<file path="src/rtl/rs485_txn_ctrl_if.sv">
// ----------------------------------------------------------------------------
// rs485_txn_ctrl_if
// Byte-level link between the transaction controller and the RS-485 PHY
// master. The controller offers request bytes one at a time and the PHY
// hands back received ACK bytes plus a sticky frame status.
//
// Signals
//   txd_rdy  controller -> PHY  byte on txd valid, more bytes follow
//   txd      controller -> PHY  current tx byte, stable until txd_rd
//   txd_rd   PHY -> controller  1-clk pulse, current tx byte consumed
//   rxd      PHY -> controller  received byte
//   rxd_wr   PHY -> controller  1-clk pulse, rxd valid
//   status   PHY -> controller  0 busy/idle, 1 RX_OK, 2 RX_ERR; held until next TX
//
// Modports
//   master   the transaction controller side
//   slave    the PHY master side
// ----------------------------------------------------------------------------
interface rs485_txn_ctrl_if;

    logic       txd_rdy;
    logic [7:0] txd;
    logic       txd_rd;
    logic [7:0] rxd;
    logic       rxd_wr;
    logic [2:0] status;

    modport master (
        output txd_rdy,
        output txd,
        input  txd_rd,
        input  rxd,
        input  rxd_wr,
        input  status
    );

    modport slave (
        input  txd_rdy,
        input  txd,
        output txd_rd,
        output rxd,
        output rxd_wr,
        output status
    );

endinterface

</file>
<file path="src/rtl/rs485_txn_ctrl.sv">
// ----------------------------------------------------------------------------
// rs485_txn_ctrl
// Transaction controller sitting directly upstream of the RS-485 PHY master.
// Each accepted host start builds a request frame (DEV_ADR, DEV_CMD, then
// 0..MAX_DATA data bytes from the tx buffer), feeds it to the PHY byte by
// byte, then collects the ACK frame, checks the ADR/CMD echo, stores the
// ACK payload in the rx buffer and reports a 3-bit result with a done pulse.
// A response timeout bounds the wait for the PHY status.
//
// Ports
//   p_in_clk, p_in_rst         clock, asynchronous active-high reset
//   p_in_start                 1-clk start pulse, ignored while busy
//   p_in_adr/p_in_cmd/p_in_len frame header and tx data count, sampled on start
//   p_in_txbuf_wr/_a/_d        tx buffer write port, ignored while busy
//   p_in_rxbuf_a/p_out_rxbuf_q rx buffer read port, 1-clk registered latency
//   p_out_rx_len               stored ACK data byte count
//   p_out_busy                 accepted start .. done cycle inclusive
//   p_out_done                 1-clk pulse, p_out_result valid
//   p_out_result               0 OK,1 TIMEOUT,2 PHY_ERR,3 SHORT,4 ADR_MIS,5 CMD_MIS,6 OVERFLOW
//   phy                        byte link to the PHY master (master modport)
// ----------------------------------------------------------------------------
module rs485_txn_ctrl #(
    parameter int MAX_DATA   = 8,
    parameter int TMO_CYCLES = 128000
) (
    input  logic                        p_in_clk,
    input  logic                        p_in_rst,

    input  logic                        p_in_start,
    input  logic [7:0]                  p_in_adr,
    input  logic [7:0]                  p_in_cmd,
    input  logic [3:0]                  p_in_len,

    input  logic                        p_in_txbuf_wr,
    input  logic [$clog2(MAX_DATA)-1:0] p_in_txbuf_a,
    input  logic [7:0]                  p_in_txbuf_d,

    input  logic [$clog2(MAX_DATA)-1:0] p_in_rxbuf_a,
    output logic [7:0]                  p_out_rxbuf_q,
    output logic [3:0]                  p_out_rx_len,

    output logic                        p_out_busy,
    output logic                        p_out_done,
    output logic [2:0]                  p_out_result,

    rs485_txn_ctrl_if.master            phy
);

    localparam int AW = $clog2(MAX_DATA);
    localparam int TW = (TMO_CYCLES > 1) ? $clog2(TMO_CYCLES) : 1;

    localparam logic [3:0]    MAX_LEN  = 4'(MAX_DATA);
    // ACK byte index limit: bytes 2 .. MAX_DATA+1 land in the rx buffer
    localparam logic [4:0]    RX_LIMIT = 5'(MAX_DATA + 2);
    localparam logic [TW-1:0] TMO_LAST = TW'(TMO_CYCLES - 1);

    localparam logic [2:0] RES_OK       = 3'd0;
    localparam logic [2:0] RES_TIMEOUT  = 3'd1;
    localparam logic [2:0] RES_PHY_ERR  = 3'd2;
    localparam logic [2:0] RES_SHORT    = 3'd3;
    localparam logic [2:0] RES_ADR_MIS  = 3'd4;
    localparam logic [2:0] RES_CMD_MIS  = 3'd5;
    localparam logic [2:0] RES_OVERFLOW = 3'd6;

    typedef enum logic [1:0] {
        ST_IDLE,
        ST_TX,
        ST_WAIT_RSP,
        ST_DONE
    } state_t;

    state_t state;
    state_t state_n;

    // transaction context latched on start
    logic [7:0]    adr_q;
    logic [7:0]    cmd_q;
    logic [3:0]    len_q;
    logic [3:0]    idx;
    logic [3:0]    rx_cnt;
    logic          adr_mis;
    logic          cmd_mis;
    logic          ovf;
    logic [TW-1:0] tmo;

    logic [7:0] txbuf [MAX_DATA];
    logic [7:0] rxbuf [MAX_DATA];

    logic       busy;
    logic       done;
    logic       txd_rdy;
    logic [7:0] txd;
    logic [7:0] rxbuf_q;
    logic [2:0] result;
    logic [3:0] rx_len;

    // control strobes from the FSM decode
    logic accept;
    logic tx_rd;
    logic tx_last;
    logic rx_take;
    logic tmo_hit;

    // response-check next values
    logic          adr_mis_n;
    logic          cmd_mis_n;
    logic          ovf_n;
    logic [3:0]    rx_cnt_n;
    logic          rx_store;
    logic [AW-1:0] rx_wa;
    logic [2:0]    result_n;
    logic [3:0]    rx_len_n;
    logic [3:0]    data_cnt;
    logic [7:0]    tx_next;

    assign p_out_rxbuf_q = rxbuf_q;
    assign p_out_rx_len  = rx_len;
    assign p_out_busy    = busy;
    assign p_out_done    = done;
    assign p_out_result  = result;
    assign phy.txd_rdy   = txd_rdy;
    assign phy.txd       = txd;

    // Byte that follows the one just consumed: cmd after adr, then the
    // tx buffer in order (frame byte idx+1 is txbuf[idx-1]).
    assign tx_rd   = (state == ST_TX) && phy.txd_rd;
    assign tx_next = (idx == 4'd0) ? cmd_q : txbuf[AW'(idx - 4'd1)];
    assign rx_wa   = AW'(rx_cnt - 4'd2);

    // State register.
    always_ff @(posedge p_in_clk or posedge p_in_rst) begin
        if (p_in_rst) begin
            state <= ST_IDLE;
        end else begin
            state <= state_n;
        end
    end

    // Next-state decode. Status and rx bytes are only looked at while
    // waiting for the response; a non-zero status takes precedence over
    // the timeout in the same cycle.
    always_comb begin
        state_n = state;
        accept  = 1'b0;
        tx_last = 1'b0;
        rx_take = 1'b0;
        tmo_hit = 1'b0;
        case (state)
            ST_IDLE: begin
                if (p_in_start) begin
                    accept  = 1'b1;
                    state_n = ST_TX;
                end
            end
            ST_TX: begin
                if (phy.txd_rd && (idx == len_q + 4'd1)) begin
                    tx_last = 1'b1;
                    state_n = ST_WAIT_RSP;
                end
            end
            ST_WAIT_RSP: begin
                rx_take = phy.rxd_wr;
                if (phy.status != 3'd0) begin
                    state_n = ST_DONE;
                end else if (tmo == TMO_LAST) begin
                    tmo_hit = 1'b1;
                    state_n = ST_DONE;
                end
            end
            ST_DONE: begin
                state_n = ST_IDLE;
            end
            default: begin
                state_n = ST_IDLE;
            end
        endcase
    end

    // ACK byte classification and result selection. The result is built
    // from the flag values that include a byte arriving in the same cycle
    // as the status, so that byte is always accounted for.
    always_comb begin
        adr_mis_n = adr_mis;
        cmd_mis_n = cmd_mis;
        ovf_n     = ovf;
        rx_cnt_n  = rx_cnt;
        rx_store  = 1'b0;
        if (rx_take) begin
            if (rx_cnt == 4'd0) begin
                adr_mis_n = (phy.rxd != adr_q);
            end else if (rx_cnt == 4'd1) begin
                cmd_mis_n = (phy.rxd != cmd_q);
            end else if ({1'b0, rx_cnt} < RX_LIMIT) begin
                rx_store = 1'b1;
            end else begin
                ovf_n = 1'b1;
            end
            if (rx_cnt != 4'd15) begin
                rx_cnt_n = rx_cnt + 4'd1;
            end
        end

        if (tmo_hit) begin
            result_n = RES_TIMEOUT;
        end else if (phy.status == 3'd2) begin
            result_n = RES_PHY_ERR;
        end else if (rx_cnt_n < 4'd2) begin
            result_n = RES_SHORT;
        end else if (adr_mis_n) begin
            result_n = RES_ADR_MIS;
        end else if (cmd_mis_n) begin
            result_n = RES_CMD_MIS;
        end else if (ovf_n) begin
            result_n = RES_OVERFLOW;
        end else begin
            result_n = RES_OK;
        end

        data_cnt = rx_cnt_n - 4'd2;
        if (rx_cnt_n < 4'd2) begin
            rx_len_n = 4'd0;
        end else if (data_cnt > MAX_LEN) begin
            rx_len_n = MAX_LEN;
        end else begin
            rx_len_n = data_cnt;
        end
    end

    // Transaction datapath and registered outputs. Reset drops everything
    // at once, including a transaction in flight, without a done pulse.
    always_ff @(posedge p_in_clk or posedge p_in_rst) begin
        if (p_in_rst) begin
            adr_q   <= 8'd0;
            cmd_q   <= 8'd0;
            len_q   <= 4'd0;
            idx     <= 4'd0;
            rx_cnt  <= 4'd0;
            adr_mis <= 1'b0;
            cmd_mis <= 1'b0;
            ovf     <= 1'b0;
            tmo     <= '0;
            busy    <= 1'b0;
            done    <= 1'b0;
            txd_rdy <= 1'b0;
            txd     <= 8'd0;
            result  <= 3'd0;
            rx_len  <= 4'd0;
        end else begin
            done <= (state == ST_WAIT_RSP) && (state_n == ST_DONE);

            if (accept) begin
                adr_q   <= p_in_adr;
                cmd_q   <= p_in_cmd;
                len_q   <= (p_in_len > MAX_LEN) ? MAX_LEN : p_in_len;
                idx     <= 4'd0;
                rx_cnt  <= 4'd0;
                adr_mis <= 1'b0;
                cmd_mis <= 1'b0;
                ovf     <= 1'b0;
                tmo     <= '0;
                busy    <= 1'b1;
                txd_rdy <= 1'b1;
                txd     <= p_in_adr;
                result  <= 3'd0;
                rx_len  <= 4'd0;
            end

            if (tx_rd) begin
                idx <= idx + 4'd1;
                if (tx_last) begin
                    txd_rdy <= 1'b0;
                end else begin
                    txd <= tx_next;
                end
            end

            if (state == ST_WAIT_RSP) begin
                tmo     <= tmo + TW'(1);
                rx_cnt  <= rx_cnt_n;
                adr_mis <= adr_mis_n;
                cmd_mis <= cmd_mis_n;
                ovf     <= ovf_n;
                if (state_n == ST_DONE) begin
                    result <= result_n;
                    rx_len <= rx_len_n;
                end
            end

            if (state == ST_DONE) begin
                busy <= 1'b0;
            end
        end
    end

    // Buffer storage has no reset; contents are meaningless until written.
    always_ff @(posedge p_in_clk) begin
        if (p_in_txbuf_wr && !busy) begin
            txbuf[p_in_txbuf_a] <= p_in_txbuf_d;
        end
        if (rx_store) begin
            rxbuf[rx_wa] <= phy.rxd;
        end
        rxbuf_q <= rxbuf[p_in_rxbuf_a];
    end

endmodule

</file>
<file path="src/flat_wrapper.sv">
// flat-port wrapper written by rule: the top's interface ports become plain ports
module rs485_txn_ctrl_flat 
#(
    parameter int MAX_DATA   = 8,
    parameter int TMO_CYCLES = 128000
)
  (p_in_clk, p_in_rst, p_in_start, p_in_adr, p_in_cmd, p_in_len, p_in_txbuf_wr, p_in_txbuf_a, p_in_txbuf_d, p_in_rxbuf_a, p_out_rxbuf_q, p_out_rx_len, p_out_busy, p_out_done, p_out_result, phy_txd_rdy, phy_txd, phy_txd_rd, phy_rxd, phy_rxd_wr, phy_status);
  rs485_txn_ctrl_if phy_i ();
  input  logic p_in_clk;
  input  logic p_in_rst;
  input  logic p_in_start;
  input  logic [7:0] p_in_adr;
  input  logic [7:0] p_in_cmd;
  input  logic [3:0] p_in_len;
  input  logic p_in_txbuf_wr;
  input  logic [$clog2(MAX_DATA)-1:0] p_in_txbuf_a;
  input  logic [7:0] p_in_txbuf_d;
  input  logic [$clog2(MAX_DATA)-1:0] p_in_rxbuf_a;
  output logic [7:0] p_out_rxbuf_q;
  output logic [3:0] p_out_rx_len;
  output logic p_out_busy;
  output logic p_out_done;
  output logic [2:0] p_out_result;
  output wire logic [$bits(phy_i.txd_rdy)-1:0] phy_txd_rdy;
  output wire logic [$bits(phy_i.txd)-1:0] phy_txd;
  input wire logic [$bits(phy_i.txd_rd)-1:0] phy_txd_rd;
  input wire logic [$bits(phy_i.rxd)-1:0] phy_rxd;
  input wire logic [$bits(phy_i.rxd_wr)-1:0] phy_rxd_wr;
  input wire logic [$bits(phy_i.status)-1:0] phy_status;
  assign phy_txd_rdy = phy_i.txd_rdy;
  assign phy_txd = phy_i.txd;
  assign phy_i.txd_rd = phy_txd_rd;
  assign phy_i.rxd = phy_rxd;
  assign phy_i.rxd_wr = phy_rxd_wr;
  assign phy_i.status = phy_status;
  rs485_txn_ctrl #(.MAX_DATA(MAX_DATA), .TMO_CYCLES(TMO_CYCLES)) u_core (.p_in_clk(p_in_clk), .p_in_rst(p_in_rst), .p_in_start(p_in_start), .p_in_adr(p_in_adr), .p_in_cmd(p_in_cmd), .p_in_len(p_in_len), .p_in_txbuf_wr(p_in_txbuf_wr), .p_in_txbuf_a(p_in_txbuf_a), .p_in_txbuf_d(p_in_txbuf_d), .p_in_rxbuf_a(p_in_rxbuf_a), .p_out_rxbuf_q(p_out_rxbuf_q), .p_out_rx_len(p_out_rx_len), .p_out_busy(p_out_busy), .p_out_done(p_out_done), .p_out_result(p_out_result), .phy(phy_i));
endmodule
</file>
<file path="config.mk">
export PLATFORM = sky130hd
export DESIGN_NAME = rs485_txn_ctrl_flat
export DESIGN_NICKNAME = d
export VERILOG_FILES = /design/src/rtl/rs485_txn_ctrl_if.sv /design/src/rtl/rs485_txn_ctrl.sv /design/src/flat_wrapper.sv
export SDC_FILE = /design/constraint.sdc
export NUM_CORES = 1
export LEC_CHECK = 0
export CORE_ASPECT_RATIO = 1.1
export CORE_MARGIN = 3
export CORE_UTILIZATION = 62
export DETAILED_ROUTE_END_ITERATION = 10
export PLACE_DENSITY_LB_ADDON = 0.12
export SYNTH_ARGS = -nofsm -noshare
export SYNTH_HDL_FRONTEND = slang
export SYNTH_SLANG_ARGS = --single-unit
</file>
<file path="constraint.sdc">
create_clock -name p_in_clk -period 6.06 [get_ports p_in_clk]
set_clock_uncertainty 0.15 [all_clocks]
set_input_delay 1.818 -clock p_in_clk [delete_from_list [all_inputs] [get_ports p_in_clk]]
set_output_delay 1.818 -clock p_in_clk [all_outputs]
set_load 0.01 [all_outputs]
</file>
==> impl_metrics.tcl, run 1 <==
set metrics [dict create \
    outcome "finished clean" \
    routed_via_density 6.10 \
    dpl.hpwl_mm 13.0 \
    antenna_cells 0 \
    path_clk_slew_ps 60 \
    cts_tree "done" \
    fin_util_pct 75.6 \
    grt_pass1_wl_mm 30.5 \
    yosys-top-cells-count "edfxtp_1, nand2_1, dfrtp_1" \
    fin_setup_tns_ps 0 \
    ys.flop_type "edfxtp_1" \
    synth.largest_area_cell "edfxtp_1" \
    crit_fanout 8 \
    required_ps 6020 \
    syn_to_final_growth_pct 18.0 \
    synthDominantCellAreaShare_pct 42.9 \
    rsz0062_at_grt "false" \
    hold_path.class "reg -> reg" \
    peakVddDrop_uv 310 \
    nets 768 \
    initialDrtViolationCount 454 \
    gp_congestion 0.863 \
    synth_area_leaders "edfxtp_1, dfrtp_1, mux4_2" \
    arrival_ps 3790 \
    maxCapViolCount 0 \
    root_buffer "clkbuf_16" \
    synth_edf_count 128 \
    yosysSeqAreaShare_pct 63.7 \
    drive_gt1_share_pct 15.1 \
    p_total_mw 4.17 \
    clockBufferDepth 3 \
    ys_ff_latch 204 \
    slew-limit-headroom_pct 16.9 \
    core.rowCount 45 \
    hold_viol 0 \
    io_buffer_count 76 \
    final_max_slew_viol_count 0 \
    worstSetupStartpointType "input pin" \
    postLayoutCellArea_um2 10600 \
    placed_cell_area_um2 9840 \
    clock_sinks 204 \
    core_area_um2 14000 \
    syn_inst 636 \
    antenna_found_initial 0 \
    fin_crit_sh_pct 63.3 \
    start_util_pct 64.1 \
    die_h_um 132 \
    period_needed_ps 3840 \
    setup_viol 0 \
    drtAntennaViolNets 0 \
    yosysWarnings 0 \
    synthesis.nets 695 \
    syn-cell-area_um2 8950 \
    clk_latency_ps 500 \
    grt_max_degree 40 \
    fmax_mhz 261 \
    h-tree-depth 1 \
    die_w_um 121 \
    cp-end-kind "register" \
    wl_mm 18.8 \
    postCtsSetupBuffers 0 \
    wl_per_cell_um 20.6 \
    first_pass_iters 5 \
    worstSetupPathType "in -> reg" \
    ctsResizeCount 0 \
    drcViolationCount 0 \
    track_usage_pct 24.2 \
    synth.distinct_cells 70 \
    cts_buffers 21 \
    syn_area_per_cell_um2 14.1 \
    p_leak_nw 3.86 \
    grt_pass1_vias 5672 \
    yosysMostFrequentCell "edfxtp_1" \
    async_flop_share_pct 33.3 \
    powerDensity_nw_per_um2 395 \
    cts_hold_buf 0 \
    worst_pin_slew_ps 1240 \
    overflow 0 \
    ios 77 \
    dieArea_um2 15900 \
    num_vias 5560 \
]
## registers in the layout, summed over array words and instances, names as in the netlist, 2 cells and up
register	cells
u_core.adr_q	8
u_core.cmd_q	8
u_core.idx	4
u_core.len_q	4
u_core.p_out_result	3
u_core.p_out_rx_len	4
u_core.p_out_rxbuf_q	8
u_core.phy.txd	8
u_core.rx_cnt	4
u_core.rxbuf	64
u_core.state	2
u_core.tmo	17
u_core.txbuf	64
## cell families (layout without fill, tap and decap cells)
group / count (synthesis) / after routing / synth area share, %
DFF: 204 / 204 / 63.7
and+or+nand+nor: 197 / 197 / 10.9
AOI/OAI and AO/OA: 95 / 95 / 7.76
muxes: 61 / 61 / 11.6
buffers and inverters: 46 / 134 / 2.36
xor gates and xnor gates: 25 / 25 / 2.45
adders and majority gates: 8 / 8 / 1.12
## placed cells by master (no fill, tap or decap), types with 13 or more instances in the layout
| cell | netlist | final |
|---|---|---|
| edfxtp_1 | 128 | 128 |
| nand2_1 | 93 | 93 |
| clkdlybuf4s50_1 | 0 | 76 |
| dfrtp_1 | 68 | 68 |
| nor2_1 | 30 | 30 |
| mux4_2 | 30 | 30 |
| o21ai_0 | 22 | 22 |
| clkbuf_16 | 0 | 21 |
| mux2_2 | 18 | 18 |
| nand3_1 | 16 | 16 |
| a211oi_1 | 15 | 15 |
| nor3_1 | 14 | 14 |
| xnor2_1 | 13 | 13 |
## through the flow
step | std cells | setup slack (ps) | hold slack [ps]
floorplan | 636 | 2380 | 299
finish | 912 | 2220 | 327
global route | 912 | 2020 | 374
CTS | 912 | 2200 | 329
global placement | 874 | 1810 | 315
detailed placement | 874 | 1650 | 322
## routing by layer
| layer | share of wire, % | global-route usage [%] | vias to the layer above | routed length [um] |
|---|---|---|---|---|
| met1 | 40 | 32.4 | 2790 | 7470 |
| met2 | 53 | 42.1 | 171 | 9870 |
| li1 | - | - | 2559 | - |
| met3 | 5.0 | 3.13 | 40 | 937 |
| met4 | 2.7 | 7.12 | 0 | 505 |
| met5 | 0 | 0 | - | 0 |
## area by class of cell
type,instances,area (um2)
sequential,204,5710
tap,188,235
inverter,11,41.3
multi-input combinational,386,3030
clock inverter,14,176
fill,886,3410
timing repair buffer,85,828
clock buffer,24,537
## report_power, final
| group | leakage, nW | switching (mW) | internal [mW] | total [mW] |
|---|---|---|---|---|
| clock network | 0.333 | 0.536 | 0.776 | 1.31 |
| logic | 1.42 | 0.574 | 0.528 | 1.10 |
| registers | 2.10 | 0.140 | 1.62 | 1.76 |
## path summary, 6_finish.rpt
path                                startpoint                  to  slack, ps  cells past startpoint
max in group asynchronous             p_in_rst     u_core.len_q[3]       3190                      3
worst min register to register  u_core.tmo[16]      u_core.tmo[16]        330                      1
worst max-delay path                phy_rxd_wr  u_core.rxbuf[3][1]       2220                      4
worst max register to register   u_core.idx[1]   u_core.phy.txd[6]       3440                      6
min in group asynchronous             p_in_rst       u_core.tmo[0]       1660                      2
worst min-delay path            u_core.tmo[16]      u_core.tmo[16]        330                      1
## critical path: stages
cell	delay, ps
clkdlybuf4s50_1	560
and4bb_1	370
nand2_1	140
nor3_1	900
Note: power is estimated with default switching activity, not from simulation.
==> run 2, diff against run 1 <==
--- a/config.mk
+++ b/config.mk
@@ -7,7 +7,7 @@
 export LEC_CHECK = 0
 export CORE_ASPECT_RATIO = 1.1
 export CORE_MARGIN = 3
-export CORE_UTILIZATION = 62
+export CORE_UTILIZATION = 52
 export DETAILED_ROUTE_END_ITERATION = 10
 export PLACE_DENSITY_LB_ADDON = 0.12
 export SYNTH_ARGS = -nofsm -noshare
==> constraint.sdc (replaced) <==
create_clock -name p_in_clk -period 3.08 [get_ports p_in_clk]
set_clock_uncertainty 0.15 [all_clocks]
set_input_delay 0.924 -clock p_in_clk [delete_from_list [all_inputs] [get_ports p_in_clk]]
set_output_delay 0.924 -clock p_in_clk [all_outputs]
set_load 0.01 [all_outputs]
==> impl_metrics.tcl, run 2 (synthesis gave the netlist of run 1 again) <==
set metrics [dict create \
    outcome "finished clean" \
    slew-limit-headroom_pct 47.7 \
    initialDrtViolationCount 277 \
    dieArea_um2 18800 \
    met1_usage_pct 26.4 \
    core_area_um2 16600 \
    powerDensity_nw_per_um2 763 \
    arrival_ps 1500 \
    required_ps 2010 \
    antenna_cells 0 \
    syn_to_final_growth_pct 22.0 \
    antenna_found_initial 0 \
    period_needed_ps 2570 \
    hold_viol 0 \
    worst_pin_slew_ps 785 \
    drive_gt1_share_pct 18.6 \
    dpl.hpwl_mm 13.6 \
    ctsResizeCount 0 \
    setup_viol 0 \
    start_util_pct 53.9 \
    root_buffer "clkbuf_16" \
    final_common_cell "edfxtp_1" \
    hold_path.class "reg -> reg" \
    cpMaxStageDelayCell "clkdlybuf4s50_1" \
    maxCapViolCount 0 \
    fmax_mhz 389 \
    grt_util_met2_pct 37.2 \
    critPathBufInv 1 \
    worstSetupStartpointType "register" \
    grt-busiest-layer "met2" \
    postCtsSetupBuffers 0 \
    track_usage_pct 20.8 \
    clock_sinks 204 \
    clk_latency_ps 500 \
    worstSetupPathType "reg -> out" \
    crit_family "buffers and inverters" \
    nets 803 \
    drtAntennaViolNets 0 \
    layout_common_cells "edfxtp_1, nand2_1, clkdlybuf4s50_1" \
    grt_pass1_vias 5756 \
    routed_via_density 5.66 \
    crit_fanout 5 \
    fin_crit_sh_pct 83.5 \
    drcViolationCount 0 \
    num_vias 5595 \
    fin_util_pct 65.7 \
    crit_chain "clkdlybuf4s50_1" \
    grt_max_degree 34 \
    cts_tree "done" \
    wl_mm 19.2 \
    final_max_slew_viol_count 0 \
    peakVddDrop_uv 477 \
    gp_congestion 0.880 \
    rsz0062_at_grt "false" \
    fin_setup_tns_ps 0 \
    path_clk_slew_ps 60 \
    first_pass_iters 4 \
    cp-end-kind "output pin" \
    io_buffer_count 76 \
    overflow 0 \
    cts_hold_buf 0 \
    wl_per_cell_um 19.4 \
    slowest_delay_ps 570 \
    die_h_um 144 \
    core.rowCount 49 \
    grt_pass1_wl_mm 30.5 \
    met3_usage_pct 2.94 \
    cts_buffers 22 \
    clockBufferDepth 3 \
    p_leak_nw 4.07 \
    top_regs "u_core.rxbuf: 64 flops, u_core.txbuf: 64 flops, u_core.tmo: 17 flops" \
    h-tree-depth 1 \
    die_w_um 131 \
    ios 77 \
]
-- run 2: cell types whose count changed in the layout (fill, tap and decap cells not counted), sizes merged --
cell	delta
buf	+34
inv	-2
clkbuf	+1
clkinv	+8
clkinvlp	-5
-- run 2: worst paths after layout --
path,startpoint,endpoint,slack [ps],cells after the start
max,u_core.p_out_busy,p_out_busy,510,1
max in group asynchronous,p_in_rst,u_core.cmd_mis,1500,3
min reg2reg,u_core.tmo[16],u_core.tmo[16],330,1
max reg2reg,u_core.idx[0],u_core.phy.txd[2],660,7
min,u_core.tmo[16],u_core.tmo[16],330,1
min in group asynchronous,p_in_rst,u_core.tmo[1],620,2
-- run 2: final cells by class --
cell class / count / area [um2]
clock buffer: 25 / 562
tap: 229 / 287
sequential: 204 / 5710
clock inverter: 15 / 159
multi-input combinational: 386 / 3040
inverter: 11 / 41.3
timing repair buffer: 119 / 1130
fill: 1209 / 5690
-- run 2: where the power goes --
| group | leakage (nW) | switching [mW] | internal (mW) |
|---|---|---|---|
| sequential | 2.10 | 0.274 | 3.18 |
| combinational | 1.61 | 1.16 | 1.12 |
| clock | 0.355 | 1.03 | 1.57 |
| total | 4.07 | 2.47 | 5.86 |
-- run 2: stage by stage --
step,setup WS (ps),cells,power (mW),instance area [um2],hold slack (ps)
finish,510,989,8.33,10900,333
global route,436,989,8.76,10900,361
CTS,489,989,8.40,10900,333
detailed placement,80.0,949,5.79,10200,325
global placement,138,949,5.72,10200,311
floorplan,294,636,5.04,8950,299
-- run 2: layer usage --
layer,vias to the layer above,share of wire (%)
met5,-,0
met2,142,52
met3,27,4.3
met4,0,2.1
li1,2629,-
met1,2797,42
